==> src/rtl/generic_sync_fifo.sv <==
// Single-clock first-word-fall-through FIFO with valid/ready on both sides.
// Ports: clk, rst (sync, active-high), flush (sync clear);
//   write side wr_valid/wr_data/wr_ready; read side rd_valid/rd_data/rd_ready;
//   status count (0..DEPTH) and almost_full (count >= AFULL_THRESH).
module generic_sync_fifo #(
  parameter int WIDTH        = 8,
  parameter int DEPTH        = 4,
  parameter int AFULL_THRESH = DEPTH - 1
) (
  input  logic                       clk,
  input  logic                       rst,
  input  logic                       flush,
  input  logic                       wr_valid,
  input  logic [WIDTH-1:0]           wr_data,
  output logic                       wr_ready,
  output logic                       rd_valid,
  output logic [WIDTH-1:0]           rd_data,
  input  logic                       rd_ready,
  output logic [$clog2(DEPTH+1)-1:0] count,
  output logic                       almost_full
);

  localparam int AW = $clog2(DEPTH);
  localparam int CW = $clog2(DEPTH + 1);

  localparam logic [CW-1:0] FULL_CNT = CW'(DEPTH);
  localparam logic [CW-1:0] AF_CNT   = CW'(AFULL_THRESH);

  logic [WIDTH-1:0] mem [DEPTH];
  logic [AW-1:0]    wr_ptr;
  logic [AW-1:0]    rd_ptr;
  logic             push;
  logic             pop;
  logic             clr;

  // Status depends only on registered count, so wr_ready has
  // no combinational path from rd_ready.
  assign wr_ready    = (count != FULL_CNT);
  assign rd_valid    = (count != '0);
  assign almost_full = (count >= AF_CNT);
  assign rd_data     = rd_valid ? mem[rd_ptr] : '0;

  assign clr  = rst | flush;
  assign push = wr_valid & wr_ready & ~clr;
  assign pop  = rd_valid & rd_ready & ~clr;

  always_ff @(posedge clk) begin
    if (push) begin
      mem[wr_ptr] <= wr_data;
    end
  end

  always_ff @(posedge clk) begin
    if (clr) begin
      wr_ptr <= '0;
      rd_ptr <= '0;
      count  <= '0;
    end else begin
      if (push) begin
        wr_ptr <= wr_ptr + AW'(1);
      end
      if (pop) begin
        rd_ptr <= rd_ptr + AW'(1);
      end
      unique case ({push, pop})
        2'b10:   count <= count + CW'(1);
        2'b01:   count <= count - CW'(1);
        default: count <= count;
      endcase
    end
  end

endmodule
==> config.mk <==
export PLATFORM = sky130hd
export DESIGN_NAME = generic_sync_fifo
export DESIGN_NICKNAME = d
export VERILOG_FILES = /design/src/rtl/generic_sync_fifo.sv
export SDC_FILE = /design/constraint.sdc
export NUM_CORES = 1
export LEC_CHECK = 0
export BUFFER_PORTS_ARGS = -buffer_cell sky130_fd_sc_hd__clkbuf_2
export CORE_UTILIZATION = 50
export DETAILED_ROUTE_END_ITERATION = 7
export PLACE_DENSITY = 0.69
export SYNTH_ARGS = -nofsm -noshare
export SYNTH_HDL_FRONTEND = slang
export SYNTH_SLANG_ARGS = --single-unit
==> constraint.sdc <==
create_clock -name clk -period 2.39 [get_ports clk]
set_input_delay 0.239 -clock clk [delete_from_list [all_inputs] [get_ports clk]]
set_output_delay 0.239 -clock clk [all_outputs]
set_load 0.1 [all_outputs]
==> parameters.txt, run 1 <==
Parameter                              Value

Worst setup path
  Number of buffer and inverter instances along the worst setup path    1
  Critical path startpoint category    flop
  Cell class contributing the biggest share of worst-path delay    simple AND/OR/NAND/NOR gates
  Slowest cell delay on critical path    0.40 ns
  Worst setup startpoint    count[2]$_SDFFE_PP0P_
  Cell with the biggest individual delay on the critical path    sky130_fd_sc_hd__dfxtp_2
  Reg-to-reg critical path startpoint    count[2]$_SDFFE_PP0P_
  Cell chain of the critical path    nor3b_2 > nor2_1 > nand2_1 > ha_1 > inv_1 > fa_1 > xor2_1 > or3_1 > a21oi_1
  WS Path Type    reg -> reg
  Arrival time of the worst setup path    2.46 ns
  WP data required    2.65 ns
  Max FO, Critical Path    7
  Critical path depth in cells    9
  Nature of the critical path endpoint    flop
  Reg2Reg Depth    9

Flow run
  Max-cap check violation count    0

Detailed routing
  DR WL/cell    15.31 microns
  Via-per-instance ratio    5.243
  Number of routed nets with antenna violations    0
  DRC violations left    0
  Number of violations reported at the end of detailed-routing iteration 0    35
  Via count    970
  Total detailed-routing wirelength    2.832 mm
  Detailed-router iteration count before antenna repair    4

CTS
  Post-CTS Setup Repair Bufs    0
  Cell at the root of the clock tree    sky130_fd_sc_hd__clkbuf_4
  CTS sink cnt    41
  Clock input transition at the sequential cells of the worst setup and hold paths    0.11 ns
  H-tree depth    2
  Clk_lat worst skew    0.33 ns
  TritonCTS clock tree    built
  Cts hold-fix bufs    0
  TritonCTS Buffers    5
  Post-CTS sizing    0
  Clock buffer depth    2

Synthesis
  Number of warning messages in the yosys log    0
  Flop and latch count out of synthesis    41
  Avg Inst Size Synth    15.83 sq um
  Number of nets in the synthesized netlist    128
  Syn Inst Count    109
  Number of distinct library cells after synthesis    27
  Area of the mapped netlist    0.001725 sq mm
  Portion of the post-synthesis area used by sequential elements    66.13%

Layout
  Antenna cells    0
  Final-layout fill cell count    259
  Fraction of final layout cells sized beyond drive strength 1    39.72%
  Layout Area Growth over Synthesis    14.14%
  Commonest cells after routing, fill and taps aside    32 x sky130_fd_sc_hd__edfxtp_1, 26 x sky130_fd_sc_hd__clkbuf_2, 8 x sky130_fd_sc_hd__nor2_1, 8 x sky130_fd_sc_hd__inv_1, 8 x sky130_fd_sc_hd__mux4_2
  Commonest non-fill, non-tap cell in the layout    sky130_fd_sc_hd__edfxtp_1
  Final cell area excluding filler cells    0.001969 sq mm
  Nets    159
  Post-route insts no fill    185

Floorplanning
  I/O Pins    27
  Area of the die    0.003690 sq mm
  Height of the chip    60.75 microns
  Initial cell density of the core    54.72%
  Core Box Area    0.003153 sq mm
  Rows    20
  Die width    60.75 microns

GRT
  Tot GR Track Use    18.21%
  Number of global-route vias before repair    947
  First-pass GRT wire length    4.498 mm
  Gr ovfl total    0
  Maximum number of pins on one net before global-route repair    13
  Number of antenna violations at the first check in global routing    0

Min path
  Hold Path Stages    1
  Origin of the worst min-delay path    wr_data[7]
  Tightest Hold Check Type    in -> reg

Pwr
  Switching power    0.2548 mW
  Total power of the final layout    1.165 mW
  Share of total power consumed by net switching    21.87%
  Maximum vdd drop    0.3023 mV
  Static power due to leakage    0.7237 nW
  Total power divided by cell area    591.7 mW/mm^2
  Combinational share of power    6.3%
  Sequential share of power    66.8%
  Proportion of power drawn by the clock network    26.9%
  Cell-internal power    0.9105 mW

Placement
  Routability congestion estimate from global placement    0.7327
  Area after DPL    0.001921 sq mm
  Dpl hpwl    2.002 mm
  Total instance count after detailed placement    177
  Buffers on Ports    26

Timing
  Clock skew    0.007033 ns
  FMAX    454.2 MHz
  Slew at the pin closest to its max-slew limit    0.5420 ns
  Final critical-path required period    2.202 ns
  RSZ-0062 raised after global routing    false
  Final setup TNS    0 ns
  Final period util    92.12%
  Number of max-slew violations in the final report    0
  Count of endpoints failing setup in the final report    0
  Hold Fails Final Rpt    0
  Tightest slew margin relative to the limit    64.02%

Status
  Status    complete, no violations
==> metal layers <==
layer | track usage [%] | wire, microns | vias up
met3 | 5.757 | 141 | 2
met1 | 21.71 | 1211 | 470
met2 | 31.08 | 1463 | 33
met4 | 6.818 | 15 | 0
li1 | - | - | 465
met5 | 0 | 0 | -
==> sequential cells by signal, indices dropped and copies added, names as in the netlist, named ones only <==
name / flops
mem: 32
count: 3
rd_ptr: 2
wr_ptr: 2
==> synth_stat cells, drive strengths merged <==
| master | number | area, sq um |
|---|---|---|
| nor2 | 8 | 30.03 |
| nor3 | 1 | 5.000 |
| dfxtp | 9 | 180.2 |
| nand3 | 1 | 5.000 |
| o21ai | 3 | 18.77 |
| nor3b | 1 | 12.51 |
| nand4 | 1 | 6.260 |
| or3 | 2 | 12.51 |
| nand2 | 2 | 7.510 |
| a21o | 1 | 7.510 |
| o31ai | 2 | 15.01 |
| xor2 | 3 | 26.28 |
| a21oi | 4 | 20.02 |
| mux4 | 8 | 180.2 |
| inv | 8 | 30.03 |
| ha | 5 | 62.56 |
| and3 | 4 | 25.02 |
| edfxtp | 32 | 960.9 |
| buf | 2 | 16.26 |
| nor2b | 8 | 65.07 |
| fa | 1 | 20.02 |
| or2 | 1 | 6.260 |
| clkbuf | 2 | 12.51 |
==> per-stage QoR <==
stage | util [%] | hold slack, ns | setup WS (ns)
2_1_floorplan | - | 0.3379 | 0.02136
3_3_place_gp | 60.91 | 0.4548 | 0.3345
3_5_place_dp | 60.91 | 0.4670 | 0.1903
4_1_cts | 62.46 | 0.1057 | 0.2176
5_1_grt | 62.46 | 0.08605 | 0.05977
6_report | 62.46 | 0.1190 | 0.1884
==> kinds of logic (layout without fill, tap and decap cells) <==
| logic type | count (synthesis) | after routing | synth area share [%] |
|---|---|---|---|
| adder cells (fa/ha/maj) | 6 | 6 | 4.786 |
| AND/OR/NAND/NOR | 29 | 29 | 10.15 |
| multiplexers | 8 | 8 | 10.44 |
| AO/OA/AOI/OAI | 10 | 10 | 3.553 |
| buffers and inverters | 12 | 44 | 3.408 |
| XOR/XNOR | 3 | 3 | 1.523 |
| flip-flops | 41 | 41 | 66.13 |
==> worst reg2reg max path, cell delays in order, from the launching register on <==
cell and delay (ns):
sky130_fd_sc_hd__dfxtp_2 0.40, sky130_fd_sc_hd__nor3b_2 0.23, sky130_fd_sc_hd__nor2_1 0.13, sky130_fd_sc_hd__nand2_1 0.11, sky130_fd_sc_hd__ha_1 0.20, sky130_fd_sc_hd__inv_1 0.07, sky130_fd_sc_hd__fa_1 0.38, sky130_fd_sc_hd__xor2_1 0.16
sky130_fd_sc_hd__or3_1 0.32, sky130_fd_sc_hd__a21oi_1 0.14
==> power by group through the flow <==
| stage | sequential (mW) | combinational, mW | clock [mW] |
|---|---|---|---|
| finish | 0.778 | 0.0739 | 0.314 |
| global route | 0.779 | 0.0800 | 0.355 |
| floorplan | 0.797 | 0.0465 | 0 |
| CTS | 0.778 | 0.0750 | 0.326 |
| global placement | 0.794 | 0.0711 | 0 |
| detailed placement | 0.794 | 0.0747 | 0 |
==> worst paths after layout <==
check / endpoint / slack [ns]
setup / recovery: count[2]$_SDFFE_PP0P_ / 0.19
hold / removal: mem[1][7]$_DFFE_PP_ / 0.12
setup reg to reg: count[2]$_SDFFE_PP0P_ / 0.19
hold reg to reg: rd_ptr[1]$_SDFFE_PP0P_ / 0.50
==> final cells by class <==
cell class,instances,area (sq um),area share (%)
multi-input cells,56,545.5,27.70
repair buffers,28,145.1,7.370
well taps,44,55.05,2.795
inverters,8,30.03,1.525
flip-flops and latches,41,1145,58.13
clock buffers,7,45.04,2.287
clock inverters,1,3.754,0.1906
Power figures use the tool's default switching activity.
==> inputs of run 2 (changes only) <==
--- a/constraint.sdc
+++ b/constraint.sdc
@@ -3,2 +3,2 @@
 set_output_delay 0.239 -clock clk [all_outputs]
-set_load 0.1 [all_outputs]
+set_load 0.05 [all_outputs]
==> run 2 against run 1 <==
Power shrank 0.50%. Flip-flop and latch count is the same. Count of clock-buffer cells in the layout down 1. Core utilization decreased by 0.44 points. Global-route usage is 1.8 points higher. Worst hold slack worse by 0.0041 ns. Critical path type unchanged. Critical endpoint unchanged.
==> parameters.txt, run 2 (synthesis gave the netlist of run 1 again) <==
Parameter                              Value

Detailed routing
  Total detailed-routing wirelength    3.056 mm (was 2.832 mm)
  DRC violations left    0 (unchanged)
  Via-per-instance ratio    5.226 (was 5.243)
  DR WL/cell    16.43 microns (was 15.31 microns)
  Number of routed nets with antenna violations    0 (unchanged)
  Number of violations reported at the end of detailed-routing iteration 0    14 (was 35)
  Via count    972 (was 970)
  Detailed-router iteration count before antenna repair    6 (was 4)

Timing
  FMAX    466.7 MHz (was 454.2 MHz)
  Tightest slew margin relative to the limit    69.37% (was 64.02%)
  Final critical-path required period    2.143 ns (was 2.202 ns)
  Post-route setup slack    0.2471 ns (was 0.1884 ns)
  Final setup TNS    0 ns (unchanged)
  RSZ-0062 raised after global routing    false (unchanged)
  Slew at the pin closest to its max-slew limit    0.4595 ns (was 0.5420 ns)
  Number of max-slew violations in the final report    0 (unchanged)
  Count of endpoints failing setup in the final report    0 (unchanged)
  Hold Fails Final Rpt    0 (unchanged)
  Final period util    89.66% (was 92.12%)
  Worst hold slack    0.1149 ns (was 0.1190 ns)
  Clock skew    0.006121 ns (was 0.007033 ns)

CTS
  Clock input transition at the sequential cells of the worst setup and hold paths    0.11 ns (about the same)
  Clock buffer depth    2 (unchanged)
  CTS sink cnt    41 (unchanged)
  TritonCTS Buffers    5 (unchanged)
  Cell at the root of the clock tree    sky130_fd_sc_hd__clkbuf_4 (unchanged)
  Post-CTS Setup Repair Bufs    0 (unchanged)
  TritonCTS clock tree    built (unchanged)
  H-tree depth    2 (unchanged)
  Cts hold-fix bufs    0 (unchanged)
  Clk_lat worst skew    0.34 ns (was 0.33 ns)
  Post-CTS sizing    0 (unchanged)

Min path
  Min-Delay Endpoint    mem[1][7]$_DFFE_PP_ (unchanged)
  Tightest Hold Check Type    in -> reg (unchanged)
  Origin of the worst min-delay path    wr_data[7] (unchanged)
  Hold Path Stages    1 (unchanged)

Layout
  Register containing the most flip-flops in the final layout    mem (unchanged)
  Antenna cells    0 (unchanged)
  Fraction of final layout cells sized beyond drive strength 1    34.51% (was 39.72%)
  Layout Area Growth over Synthesis    13.34% (was 14.14%)
  Nets    160 (was 159)
  Biggest regs    mem x32, count x3 (unchanged)
  Commonest cells after routing, fill and taps aside    32 x sky130_fd_sc_hd__edfxtp_1, 26 x sky130_fd_sc_hd__clkbuf_2, 9 x sky130_fd_sc_hd__dfxtp_1 (was 32 x sky130_fd_sc_hd__edfxtp_1, 26 x sky130_fd_sc_hd__clkbuf_2, 8 x sky130_fd_sc_hd__nor2_1, 8 x sky130_fd_sc_hd__inv_1, 8 x sky130_fd_sc_hd__mux4_2)
  Commonest non-fill, non-tap cell in the layout    sky130_fd_sc_hd__edfxtp_1 (unchanged)
  Number of flip-flops under the largest register name    32 (unchanged)

Floorplanning
  I/O Pins    27 (unchanged)
  Core Box Area    0.003153 sq mm (unchanged)
  Height of the chip    60.75 microns (unchanged)
  Die width    60.75 microns (unchanged)
  Rows    20 (unchanged)
  Initial cell density of the core    54.72% (unchanged)
  Area of the die    0.003690 sq mm (unchanged)

GRT
  Met1 Resource Use GR    20.49% (was 21.71%)
  Layer with the highest usage after global routing    met2 (unchanged)
  First-pass GRT wire length    4.788 mm (was 4.498 mm)
  Gr ovfl total    0 (unchanged)
  Number of global-route vias before repair    1025 (was 947)
  Maximum number of pins on one net before global-route repair    13 (unchanged)
  Fraction of met3 tracks used by global routing    6.823% (was 5.757%)
  Number of antenna violations at the first check in global routing    0 (unchanged)
  Tot GR Track Use    19.98% (was 18.21%)
  Met2 GRT Util    37.68% (was 31.08%)

Pwr
  Total power divided by cell area    592.9 mW/mm^2 (was 591.7 mW/mm^2)
  Maximum vdd drop    0.3402 mV (was 0.3023 mV)
  Static power due to leakage    0.7259 nW (was 0.7237 nW)
  Total power of the final layout    1.159 mW (was 1.165 mW)

Worst setup path
  Reg-to-reg critical path startpoint    count[2]$_SDFFE_PP0P_ (unchanged)
  Minimum setup slack among reg-to-reg paths    0.25 ns (was 0.19 ns)
  WS Path Type    reg -> reg (unchanged)
  Arrival time of the worst setup path    2.42 ns (was 2.46 ns)
  WP data required    2.66 ns (was 2.65 ns)
  Nature of the critical path endpoint    flop (unchanged)
  Critical path startpoint category    flop (unchanged)
  Reg2Reg Depth    9 (unchanged)
  Max FO, Critical Path    7 (unchanged)
  Reg-to-reg critical path endpoint    count[2]$_SDFFE_PP0P_ (unchanged)

Placement
  Routability congestion estimate from global placement    0.7476 (was 0.7327)
  Placement Setup Slack    0.2651 ns (was 0.1903 ns)
  Dpl hpwl    2.211 mm (was 2.002 mm)
  Buffers on Ports    26 (unchanged)

Status
  Status    complete, no violations (unchanged)

Flow run
  Max-cap check violation count    0 (unchanged)
-- run 2: cell types whose count changed in the layout (fill, tap and decap cells not counted) --
cell and delta:
sky130_fd_sc_hd__nor2b_1 +6, sky130_fd_sc_hd__nor2b_2 -6, sky130_fd_sc_hd__dfxtp_1 +3, sky130_fd_sc_hd__dfxtp_2 -3, sky130_fd_sc_hd__clkinv_2 +2, sky130_fd_sc_hd__buf_4 +1
sky130_fd_sc_hd__clkbuf_1 -1, sky130_fd_sc_hd__clkinv_1 -1, sky130_fd_sc_hd__nor3_1 +1, sky130_fd_sc_hd__nor3_2 -1
-- run 2: metal layers --
metal / routed length, microns / vias to the layer above
met1: 1191 / 483
met4: 39 / 0
met3: 77 / 4
met5: 0 / -
li1: - / 463
met2: 1748 / 22
-- run 2: critical path: stages (launching register included) --
cell and delay (ns):
sky130_fd_sc_hd__dfxtp_1 0.42, sky130_fd_sc_hd__nor3b_2 0.25, sky130_fd_sc_hd__nor2_1 0.12, sky130_fd_sc_hd__nand2_1 0.09, sky130_fd_sc_hd__ha_1 0.17, sky130_fd_sc_hd__inv_1 0.06
sky130_fd_sc_hd__fa_1 0.37, sky130_fd_sc_hd__xor2_1 0.15, sky130_fd_sc_hd__or3_1 0.30, sky130_fd_sc_hd__a21oi_1 0.15
-- run 2: worst max-delay path by stage --
stage / startpoint / to / slack [ns] / cells after the start
after floorplan: count[2]$_SDFFE_PP0P_ / count[2]$_SDFFE_PP0P_ / 0.02 / 9
after global placement: count[2]$_SDFFE_PP0P_ / count[2]$_SDFFE_PP0P_ / 0.32 / 9
after detailed placement: count[2]$_SDFFE_PP0P_ / count[2]$_SDFFE_PP0P_ / 0.27 / 9
after CTS: count[2]$_SDFFE_PP0P_ / count[2]$_SDFFE_PP0P_ / 0.24 / 9
after global routing: count[2]$_SDFFE_PP0P_ / count[2]$_SDFFE_PP0P_ / 0.06 / 9
final: count[2]$_SDFFE_PP0P_ / count[2]$_SDFFE_PP0P_ / 0.25 / 9
-- run 2: power breakdown --
part | internal, mW | switching [mW]
logic | 0.0222 | 0.0390
registers | 0.774 | 0.00361
clock network | 0.112 | 0.208
-- run 2: metrics by stage --
| step | cells | utilization (%) | instance area, sq um |
|---|---|---|---|
| after CTS | 186 | 62.02 | 1956 |
| after floorplan | 109 | - | 1725 |
| final | 186 | 62.02 | 1956 |
| after detailed placement | 178 | 60.40 | 1904 |
| after global placement | 178 | 60.40 | 1904 |
| after global routing | 186 | 62.02 | 1956 |
-- run 2: area by class of cell --
class	instances	area (sq um)
Sequential cell	41	1141
Tap cell	44	55.05
Inverter	8	30.03
Multi-Input combinational cell	56	525.5
Fill cell	259	1197
Clock buffer	6	41.29
Clock inverter	2	10.01
Timing Repair Buffer	29	152.6
==> inputs of run 3 (changes only) <==
- GPL_TIMING_DRIVEN: unset -> 0
==> run 3 against run 2 <==
Global-route usage is 1.4 points lower. Combinational power is 0.7% lower. Design area is 1.5% higher. First-iteration DRC count is 140% higher. Clock skew is 0.0028 ns higher. Worst hold slack worse by 0.010 ns. Count of clock-buffer cells in the layout stayed put. Core utilization is 0.95 points higher. Cell count is 0.54% higher. Register-to-register slack worse by 0.07 ns. Critical path depth stayed put. Clock power is 34% higher.
==> parameters.txt, run 3 (synthesis gave the netlist of run 1 again) <==
Parameter                              Value

Worst setup path
  WP data required    2.67 ns (was 2.66 ns)
  Arrival time of the worst setup path    2.49 ns (was 2.42 ns)
  Reg-to-reg critical path endpoint    count[2]$_SDFFE_PP0P_ (unchanged)
  Reg2Reg Depth    9 (unchanged)
  Nature of the critical path endpoint    flop (unchanged)
  Critical path startpoint category    flop (unchanged)
  Max FO, Critical Path    7 (unchanged)
  Reg-to-reg critical path startpoint    count[2]$_SDFFE_PP0P_ (unchanged)
  Minimum setup slack among reg-to-reg paths    0.18 ns (was 0.25 ns)
  WS Path Type    reg -> reg (unchanged)

Detailed routing
  Number of routed nets with antenna violations    0 (unchanged)
  Via-per-instance ratio    5.187 (was 5.226)
  Number of violations reported at the end of detailed-routing iteration 0    33 (was 14)
  Via count    970 (was 972)
  DR WL/cell    14.79 microns (was 16.43 microns)
  Total detailed-routing wirelength    2.765 mm (was 3.056 mm)
  Detailed-router iteration count before antenna repair    4 (was 6)
  DRC violations left    0 (unchanged)

Timing
  Post-route setup slack    0.1805 ns (was 0.2471 ns)
  RSZ-0062 raised after global routing    false (unchanged)
  Final critical-path required period    2.210 ns (was 2.143 ns)
  Clock skew    0.008918 ns (was 0.006121 ns)
  Number of max-slew violations in the final report    0 (unchanged)
  Final period util    92.45% (was 89.66%)
  Tightest slew margin relative to the limit    69.82% (was 69.37%)
  Count of endpoints failing setup in the final report    0 (unchanged)
  FMAX    452.6 MHz (was 466.7 MHz)
  Hold Fails Final Rpt    0 (unchanged)
  Worst hold slack    0.1048 ns (was 0.1149 ns)
  Final setup TNS    0 ns (unchanged)
  Slew at the pin closest to its max-slew limit    0.4528 ns (was 0.4595 ns)

Status
  Status    complete, no violations (unchanged)

Placement
  Buffers on Ports    26 (unchanged)
  Placement Setup Slack    0.1863 ns (was 0.2651 ns)
  Total instance count after detailed placement    179 (was 178)
  Dpl hpwl    1.990 mm (was 2.211 mm)
  Routability congestion estimate from global placement    0.7070 (was 0.7476)

Layout
  Final-layout fill cell count    262 (was 259)
  Layout Area Growth over Synthesis    15.08% (was 13.34%)
  Fraction of final layout cells sized beyond drive strength 1    34.27% (was 34.51%)
  Number of flip-flops under the largest register name    32 (unchanged)
  Commonest non-fill, non-tap cell in the layout    sky130_fd_sc_hd__edfxtp_1 (unchanged)
  Sequential standard cell area    0.001141 sq mm (unchanged)
  Antenna cells    0 (unchanged)
  Commonest cells after routing, fill and taps aside    32 x sky130_fd_sc_hd__edfxtp_1, 27 x sky130_fd_sc_hd__clkbuf_2, 9 x sky130_fd_sc_hd__dfxtp_1 (was 32 x sky130_fd_sc_hd__edfxtp_1, 26 x sky130_fd_sc_hd__clkbuf_2, 9 x sky130_fd_sc_hd__dfxtp_1)
  Register containing the most flip-flops in the final layout    mem (unchanged)
  Combined area of the multi-input logic cells    525.5 sq um (unchanged)
  Post-route insts no fill    187 (was 186)
  Biggest regs    mem x32, count x3 (unchanged)
  Nets    161 (was 160)

CTS
  TritonCTS Buffers    5 (unchanged)
  Cell at the root of the clock tree    sky130_fd_sc_hd__clkbuf_4 (unchanged)
  Cts hold-fix bufs    0 (unchanged)
  Post-CTS Setup Repair Bufs    0 (unchanged)
  H-tree depth    2 (unchanged)
  TritonCTS clock tree    built (unchanged)
  CTS sink cnt    41 (unchanged)
  Clock input transition at the sequential cells of the worst setup and hold paths    0.11 ns (about the same)
  Clk_lat worst skew    0.34 ns (about the same)
  Post-CTS sizing    0 (unchanged)
  Clock buffer depth    2 (unchanged)

Floorplanning
  Height of the chip    60.75 microns (unchanged)
  Die width    60.75 microns (unchanged)
  I/O Pins    27 (unchanged)
  Rows    20 (unchanged)
  Area of the die    0.003690 sq mm (unchanged)
  Core Box Area    0.003153 sq mm (unchanged)
  Initial cell density of the core    54.72% (unchanged)

GRT
  Maximum number of pins on one net before global-route repair    13 (unchanged)
  Number of global-route vias before repair    989 (was 1025)
  Number of antenna violations at the first check in global routing    0 (unchanged)
  Gr ovfl total    0 (unchanged)
  Tot GR Track Use    18.54% (was 19.98%)
  First-pass GRT wire length    4.602 mm (was 4.788 mm)

Pwr
  Total power of the final layout    1.268 mW (was 1.159 mW)
  Total power divided by cell area    638.6 mW/mm^2 (was 592.9 mW/mm^2)
  Static power due to leakage    0.7370 nW (was 0.7259 nW)
  Maximum vdd drop    0.3947 mV (was 0.3402 mV)

Min path
  Min-Delay Endpoint    mem[2][7]$_DFFE_PP_ (was mem[1][7]$_DFFE_PP_)
  Origin of the worst min-delay path    wr_data[7] (unchanged)
  Tightest Hold Check Type    in -> reg (unchanged)
  Hold Path Stages    1 (unchanged)

Flow run
  Max-cap check violation count    0 (unchanged)
==> run 3: cell count changes in the layout (fill, tap and decap cells not counted), sizes merged <==
cell | before | now
bufinv | 0 | 1
buf | 3 | 2
clkbuf | 32 | 34
clkinv | 2 | 1
==> run 3: area by class of cell <==
class	instances	share of cell area [%]
Sequential cell	41	57.47
Clock inverter	2	1.701
Multi-Input combinational cell	56	26.47
Inverter	8	1.512
Tap cell	44	2.773
Timing Repair Buffer	26	6.553
Buffer	4	1.449
Clock buffer	6	2.079
==> run 3: through the flow <==
stage                     area (sq um)  util [%]
final                             1986     62.98
after global routing              1986     62.98
after CTS                         1986     62.98
after detailed placement          1911     60.60
after global placement            1911     60.60
after floorplan                   1725         -
==> run 3: power breakdown <==
group	total [mW]	internal, mW	switching (mW)
logic	0.0608	0.0225	0.0382
clock network	0.430	0.218	0.212
registers	0.778	0.774	0.00326
==> run 3: worst max path at each step <==
stage	slack (ns)	startpoint	to	depth (start not counted)
finish	0.18	count[2]$_SDFFE_PP0P_	count[2]$_SDFFE_PP0P_	9
global route	0.03	count[2]$_SDFFE_PP0P_	count[2]$_SDFFE_PP0P_	9
CTS	0.19	count[2]$_SDFFE_PP0P_	count[2]$_SDFFE_PP0P_	9
detailed placement	0.19	flush	count[2]$_SDFFE_PP0P_	10
global placement	0.20	flush	count[2]$_SDFFE_PP0P_	10
floorplan	0.02	count[2]$_SDFFE_PP0P_	count[2]$_SDFFE_PP0P_	9
==> run 3: metal layers <==
metal  wire length [microns]  GRT usage (%)  share of wire, %
met1                    1193          23.10                43
met2                    1410          29.51                51
met3                     123          6.823               4.4
met4                      38          7.792               1.4
met5                       0              0                 0
==> run 3: critical path, cell delays in order (launching register included) <==
cell and delay [ns]:
sky130_fd_sc_hd__dfxtp_1 0.43, sky130_fd_sc_hd__nor3b_2 0.27, sky130_fd_sc_hd__nor2_1 0.14, sky130_fd_sc_hd__nand2_1 0.09, sky130_fd_sc_hd__ha_1 0.18, sky130_fd_sc_hd__inv_1 0.06
sky130_fd_sc_hd__fa_1 0.37, sky130_fd_sc_hd__xor2_1 0.16, sky130_fd_sc_hd__or3_1 0.31, sky130_fd_sc_hd__a21oi_1 0.14
